--- src/rtl/tdm_burst_mux.sv ---
// Time-division burst multiplexer: each of NUM_CH channels owns a SLOT_LEN-cycle slot, with
// GUARD_LEN idle cycles between slots. Define TDM_IDLE_FILL_EN to emit zero fill words.
module tdm_burst_mux #(
    parameter int unsigned DATA_WIDTH = 8,
    parameter int unsigned NUM_CH     = 4,
    parameter int unsigned SLOT_LEN   = 8,
    parameter int unsigned GUARD_LEN  = 1
) (
    input  logic                         clk,
    input  logic                         rst_n,
    input  logic                         en,
    input  logic [NUM_CH*DATA_WIDTH-1:0] din,
    input  logic [NUM_CH-1:0]            din_valid,
    output logic [NUM_CH-1:0]            din_ready,
    output logic [DATA_WIDTH-1:0]        dout,
    output logic                         dout_valid,
    output logic [$clog2(NUM_CH)-1:0]    dout_ch,
    output logic                         frame_start
);
    localparam int unsigned ChW = $clog2(NUM_CH);

    localparam logic [1:0] StIdle  = 2'd0;
    localparam logic [1:0] StSlot  = 2'd1;
    localparam logic [1:0] StGuard = 2'd2;

    localparam logic [7:0]     SlotLast  = 8'(SLOT_LEN - 1);
    localparam logic [7:0]     GuardLast = 8'(GUARD_LEN - 1);
    localparam logic [ChW-1:0] ChLast    = ChW'(NUM_CH - 1);

    logic [1:0]            state_q, state_d;
    logic [ChW-1:0]        ch_q, ch_d;
    logic [7:0]            cnt_q, cnt_d;
    logic [DATA_WIDTH-1:0] dout_q, dout_d;
    logic                  dout_valid_q, dout_valid_d;
    logic [ChW-1:0]        dout_ch_q, dout_ch_d;
    logic                  frame_start_q, frame_start_d;

    logic                  in_slot;
    logic                  xfer;
    logic [DATA_WIDTH-1:0] sel_word;
    logic [1:0]            adv_state;
    logic [ChW-1:0]        adv_ch;

    assign in_slot = (state_q == StSlot);

    always_comb begin
        sel_word  = '0;
        din_ready = '0;
        xfer      = 1'b0;
        for (int unsigned i = 0; i < NUM_CH; i++) begin
            if (ch_q == ChW'(i)) begin
                sel_word     = din[i*DATA_WIDTH +: DATA_WIDTH];
                din_ready[i] = in_slot;
                xfer         = in_slot && din_valid[i];
            end
        end
    end

    // Move to the next slot; en is only honoured at the end of the last slot (or its guard).
    always_comb begin
        if (ch_q == ChLast) begin
            adv_ch    = '0;
            adv_state = en ? StSlot : StIdle;
        end else begin
            adv_ch    = ch_q + ChW'(1);
            adv_state = StSlot;
        end
    end

    always_comb begin
        state_d = state_q;
        ch_d    = ch_q;
        cnt_d   = cnt_q;
        case (state_q)
            StIdle: begin
                if (en) begin
                    state_d = StSlot;
                    ch_d    = '0;
                    cnt_d   = '0;
                end
            end
            StSlot: begin
                if (cnt_q == SlotLast) begin
                    cnt_d = '0;
                    if (GUARD_LEN != 0) begin
                        state_d = StGuard;
                    end else begin
                        state_d = adv_state;
                        ch_d    = adv_ch;
                    end
                end else begin
                    cnt_d = cnt_q + 8'd1;
                end
            end
            StGuard: begin
                if (cnt_q == GuardLast) begin
                    cnt_d   = '0;
                    state_d = adv_state;
                    ch_d    = adv_ch;
                end else begin
                    cnt_d = cnt_q + 8'd1;
                end
            end
            default: begin
                state_d = StIdle;
                ch_d    = '0;
                cnt_d   = '0;
            end
        endcase
    end

    always_comb begin
        dout_d        = dout_q;
        dout_valid_d  = 1'b0;
        dout_ch_d     = dout_ch_q;
        frame_start_d = 1'b0;
        if (in_slot) begin
            dout_ch_d     = ch_q;
            frame_start_d = (ch_q == '0) && (cnt_q == '0);
            if (xfer) begin
                dout_d       = sel_word;
                dout_valid_d = 1'b1;
            end
`ifdef TDM_IDLE_FILL_EN
            else begin
                dout_d       = '0;
                dout_valid_d = 1'b1;
            end
`endif
        end
    end

    always_ff @(posedge clk or negedge rst_n) begin
        if (!rst_n) begin
            state_q       <= StIdle;
            ch_q          <= '0;
            cnt_q         <= '0;
            dout_q        <= '0;
            dout_valid_q  <= 1'b0;
            dout_ch_q     <= '0;
            frame_start_q <= 1'b0;
        end else begin
            state_q       <= state_d;
            ch_q          <= ch_d;
            cnt_q         <= cnt_d;
            dout_q        <= dout_d;
            dout_valid_q  <= dout_valid_d;
            dout_ch_q     <= dout_ch_d;
            frame_start_q <= frame_start_d;
        end
    end

    assign dout        = dout_q;
    assign dout_valid  = dout_valid_q;
    assign dout_ch     = dout_ch_q;
    assign frame_start = frame_start_q;

endmodule

--- config.mk ---
export PLATFORM = sky130hd
export DESIGN_NAME = tdm_burst_mux
export DESIGN_NICKNAME = d
export VERILOG_FILES = /design/src/rtl/tdm_burst_mux.sv
export SDC_FILE = /design/constraint.sdc
export NUM_CORES = 1
export LEC_CHECK = 0
export ABC_AREA = 1
export BUFFER_PORTS_ARGS = -buffer_cell sky130_fd_sc_hd__buf_4
export CELL_PAD_IN_SITES_DETAIL_PLACEMENT = 1
export CELL_PAD_IN_SITES_GLOBAL_PLACEMENT = 2
export CORE_UTILIZATION = 28
export DETAILED_ROUTE_END_ITERATION = 8
export PLACE_DENSITY_LB_ADDON = 0.1
export REMOVE_ABC_BUFFERS = 1
export SLEW_MARGIN = 10
export SYNTH_ARGS = -nofsm -noshare
export SYNTH_HDL_FRONTEND = slang
export SYNTH_SLANG_ARGS = --single-unit
--- constraint.sdc ---
create_clock -name clk -period 3.4 [get_ports clk]
set_input_delay 0.34 -clock clk [delete_from_list [all_inputs] [get_ports clk]]
set_output_delay 0.34 -clock clk [all_outputs]
set_load 0.02 [all_outputs]
# Word level (Yosys, flattened, before mapping)
# Index checks and enable logic that the tools add are counted.
# Widths: inputs -> output; s select.
[classes] n_bitwise=1 n_reduce_logical=11 n_eq_ne=9 order_cmp=0 n_shift=0 muxes=29 div=0 multipliers=0 n_addsub=2
[op_table] op="$mux 8" count=7
[op_table] op="$pmux 8 s3" count=1
[op_table] op="$mux 1" count=13
[op_table] op="$mux 2" count=6
[op_table] op="$pmux 2 s3" count=2
[op_table] op="$add 8x1->8 const B" count=1
[op_table] op="$eq 8x3->1 const B" count=1
[op_table] op="$logic_not 8->1" count=1
[op_table] op="$eq 2x2->1 const B" count=3
[op_table] op="$reduce_and 3->1" count=2
[op_table] op="$logic_and 1x1->1" count=5
[op_table] op="$eq 2x1->1 const B" count=2
[op_table] op="$logic_not 2->1" count=2
[op_table] op="$ne 2x2->1 const B" count=2
[op_table] op="$add 2x1->2 const B" count=1
[op_table] op="$ne 2x1->1 const B" count=1
[op_table] op="$reduce_and 2->1" count=1
[op_table] op="$not 1->1" count=1
[word_totals] register_bits=24 memories=0 rom_bits=0 latchBits=0 out_inout_bits=16 in_bits=39 mem_bits_rw=0 wordCells=59

# Depth between registers and ports, before layout
[logic_depth] ltp_word=8 depth_mapped=12 depth_no_buf=11

# Least setup slack after synthesis
# OpenSTA, ideal clock, no wires.
[synth_path] path_kind="flip-flop to flip-flop" from="register ch_q[0]" to="register dout_q[0] (netlist: dout[0])" synth_period_minus_slack_ns=1.655 slack_ns=1.745 path_stages_with_launch=13 setup_ns=0.117 t_required_ns=3.283 n_path_buf=1 arrival_ns=1.538 path_cell_list="dfrtp_1 -> inv_1 -> ha_1 -> buf_4 -> nand2_2 -> inv_2 -> nand2_1 -> nand2_1 -> inv_1 -> a21oi_4 -> inv_4 -> nand2_1 -> nand2_1"
[synth_via] elab_chain_cells=6 elab_cells_between_ends=13 classes_between="eq/ne: 3; mux: 8; reduce/logical: 2"
[synth_rtl] element="start, declared" line="31" source="logic [ChW-1:0] ch_q, ch_d;"
[synth_rtl] element="start signal, assigned" line="144" source="ch_q <= ch_d;"
[synth_rtl] element="$logic_not 2->1" line="51" source="if (ch_q == ChW'(i)) begin"
[synth_rtl] element="$mux 1 (4 in series)" line="51"
[synth_rtl] element="$reduce_and 2->1 (no line)"
[synth_rtl] element="end signal, assigned" line="146" source="dout_q <= dout_d;"
[synth_rtl] element="end, declared" line="33" source="logic [DATA_WIDTH-1:0] dout_q, dout_d;"
# Parallel ways exist; a longest one is shown, timed or not.
# A chain may end at the register's enable or synchronous reset.

# Worst setup path in the final report
[layout_path] from="register ch_q[0]" to="register dout_q[7] (netlist: dout[7])"
# The elaborated chain is that of the path after synthesis.

==> metrics <==
final worst slack 1.42 ns; Worst Path Required 3.57 ns; first-pass GRT wire length 7770 um; MaxCap Viol Count 0; final slew viol count 0; Post-CTS Repair Setup Buffers 0; Core Region 5510 um2; area of the multi-input gates 868 um2; combinational fraction of design power 54.0%; CP dominant cell by count nand2_1; main combinational cell family by area after synthesis simple AND/OR/NAND/NOR gates; internal power 0.820 mW; latest clock arrival within the worst-skew pair 0.27 ns; largest incremental delay on the critical path 0.45 ns; DR WL/cell 13.0 um; grt ovf 0; Ports 55; post-place setup slack 1.40 ns; Hold Vio Cnt, Final 0; Final nets 328; R2R Setup Slk 1.42 ns; FF+latch count, synth 24; DPL Wire Length 3670 um; Synth Area in Adders 7.79%; die height 77.7 um; XOR/XNOR Fraction of Synth Area 1.64%; # fillers 709; critical path class flip-flop to flip-flop; Worst EP arrival 2.15 ns; min Tclk post-route 1.98 ns; Antenna Nets Post-Route 0; Synth top area share 37.4%; chip width 77.7 um; Final GP Congestion 0.715; H-tree depth 1; area grow syn2layout 33.5%; Buffers on Ports 54; DR vias 1567; final instance area 2140 um2; hold buffer count at CTS 1; ANT cells 0; Slew headroom 65.2%; cts bufs inserted 3; Initial Util 29.2%; setup TNS 0 ns; unrepaired setup endpoints after global routing false; vias in the first global route 1615; top fanout value on the critical path 10; Synth Area in Compound Gates 13.5%; sw frac 44.4%; Flop pwr share 28.4%; GR Util All Layers 16.5%; register area 601 um2; layout cell share with drive strength beyond 1 25.9%; slowest library cell on the worst path ha_1; Rows 27; Resize count post-CTS 0; clk root buf clkbuf_8; synth top area cells dfrtp_1, nand2_1, ha_1; largest net degree at the start of global routing 25; Setup Viol. Count Final 0; synthesized area 1610 um2; Reg clk slew, reported paths 0.10 ns; Die ar. 6040 um2; worst-path cell chain inv_1 > ha_1 > nand2_2 > inv_2 > nand2_1 > nand2_1 > inv_1 > a21oi_4 > inv_4 > nand2_1 > nand2_1; Cells after Synth 225; clock power share 17.5%; worst vdd ir 325 uV; class of the worst hold path input port to flip-flop; CP endpoint kind flip-flop; Netlist cell types 27; sequential element share of the synthesized area 37.4%; final routed DRC violation total 0; Placed Area 2060 um2; crit share post-route 58.1%; fmax 506 MHz; startpoint types flip-flop; initial antenna violation count 0; CTS max path bufs 2; clk_skew 0.0115 ns; mux contribution to synthesized area 0%; Avg Inst Size Synth 7.13 um2; post-synthesis simple-gate area fraction 31.2%; status complete, no violations; DRT Pass-1 Iters 4; actual slew at the worst max-slew pin 0.522 ns; P per Cell Area 688 nW/um2; P_sw 0.655 mW; CTS tree done; leakage 1.15 nW; Routed Wire Length 4560 um; cell taking the most area after synthesis dfrtp_1; DRT iter0 DRCs 50; vias per std cell 4.48; CTS sink count 24; Yosys Warn Count 0
==> sequential cells by signal, indices dropped and copies added, names as in the netlist <==
register	flops
ch_q	2
state_q	2
dout_ch	2
frame_start	1
dout	8
dout_valid	1
cnt_q	8
==> final timing paths <==
| kind | from | end | depth (start not counted) |
|---|---|---|---|
| min in group asynchronous | rst_n | dout[5] | 2 |
| worst max-delay path | ch_q[0] | dout[7] | 11 |
| worst max register to register | ch_q[0] | dout[7] | 11 |
| max in group asynchronous | rst_n | dout_ch[1] | 2 |
| worst min register to register | dout[0] | dout[0] | 2 |
| worst min-delay path | en | cnt_q[1] | 4 |
==> cells in the final DEF (no fill, tap or decap), drive strengths merged <==
master       count
nand2           93
clkinv           1
inv             23
ha              10
nand4            1
dfrtp           24
nor2            11
dlygate4sd3      1
a21oi           14
xnor2            1
a21o             1
o21ai           24
nand3           12
xor2             2
clkbuf           3
buf             54
nor3b            1
bufinv           1
a21boi           1
==> logic make-up (layout without fill, tap and decap cells) <==
group                    Yosys count  after routing
AND/OR/NAND/NOR                  118            118
AO/OA/AOI/OAI                     40             40
buffers and inverters             30             83
XOR/XNOR                           3              3
adder cells (fa/ha/maj)           10             10
flip-flops                        24             24
==> power groups by stage <==
stage	Sequential (mW)	Clock [mW]	Combinational [mW]
6_report	0.420	0.259	0.797
5_1_grt	0.433	0.280	0.900
4_1_cts	0.421	0.263	0.821
3_5_place_dp	0.427	0	0.817
3_3_place_gp	0.425	0	0.808
2_1_floorplan	0.484	0	0.459
==> stage by stage <==
stage	utilization (%)	total power, mW	hold WS (ns)	cells
after floorplan	-	0.944	0.0444	219
after global placement	37.4	1.23	0.277	345
after detailed placement	37.4	1.24	0.273	345
after CTS	38.9	1.51	0.377	350
after global routing	38.9	1.61	0.386	350
final	38.9	1.48	0.369	350
==> layer usage <==
layer	global-route usage, %	vias up	wire, um
met1	20.5	725	2070
li1	-	812	-
met2	29.8	28	2320
met5	0	-	0
met4	3.40	0	25
met3	2.47	2	143
==> cell type report <==
cell class	count	area share (%)
Timing Repair Buffer	55	19.4
Sequential cell	24	28.0
Inverter	24	4.55
Tap cell	72	4.20
Multi-Input combinational cell	171	40.5
Clock inverter	1	1.40
Clock buffer	3	1.93
==> cells in the mapped netlist <==
cell	count
a21boi_1	1
a21o_1	1
a21oi_1	13
a21oi_4	1
buf_2	1
buf_4	2
buf_6	1
clkbuf_1	2
clkinv_4	1
dfrtp_1	24
ha_1	10
inv_1	18
inv_2	4
inv_4	1
nand2_1	88
nand2_2	4
nand2_4	1
nand3_1	12
nand4_1	1
nor2_1	9
nor2_2	1
nor2_8	1
nor3b_1	1
o21ai_0	23
o21ai_1	1
xnor2_1	1
xor2_1	2
==> critical path: cells and delay by family, from the launching register on <==
kind,cells,cell delay (ns)
simple gates,5,0.32
fa+ha+maj,1,0.45
flops,1,0.43
buf+inv,4,0.37
compound gates,1,0.31
No activity file was read; power rests on OpenSTA's default activity.
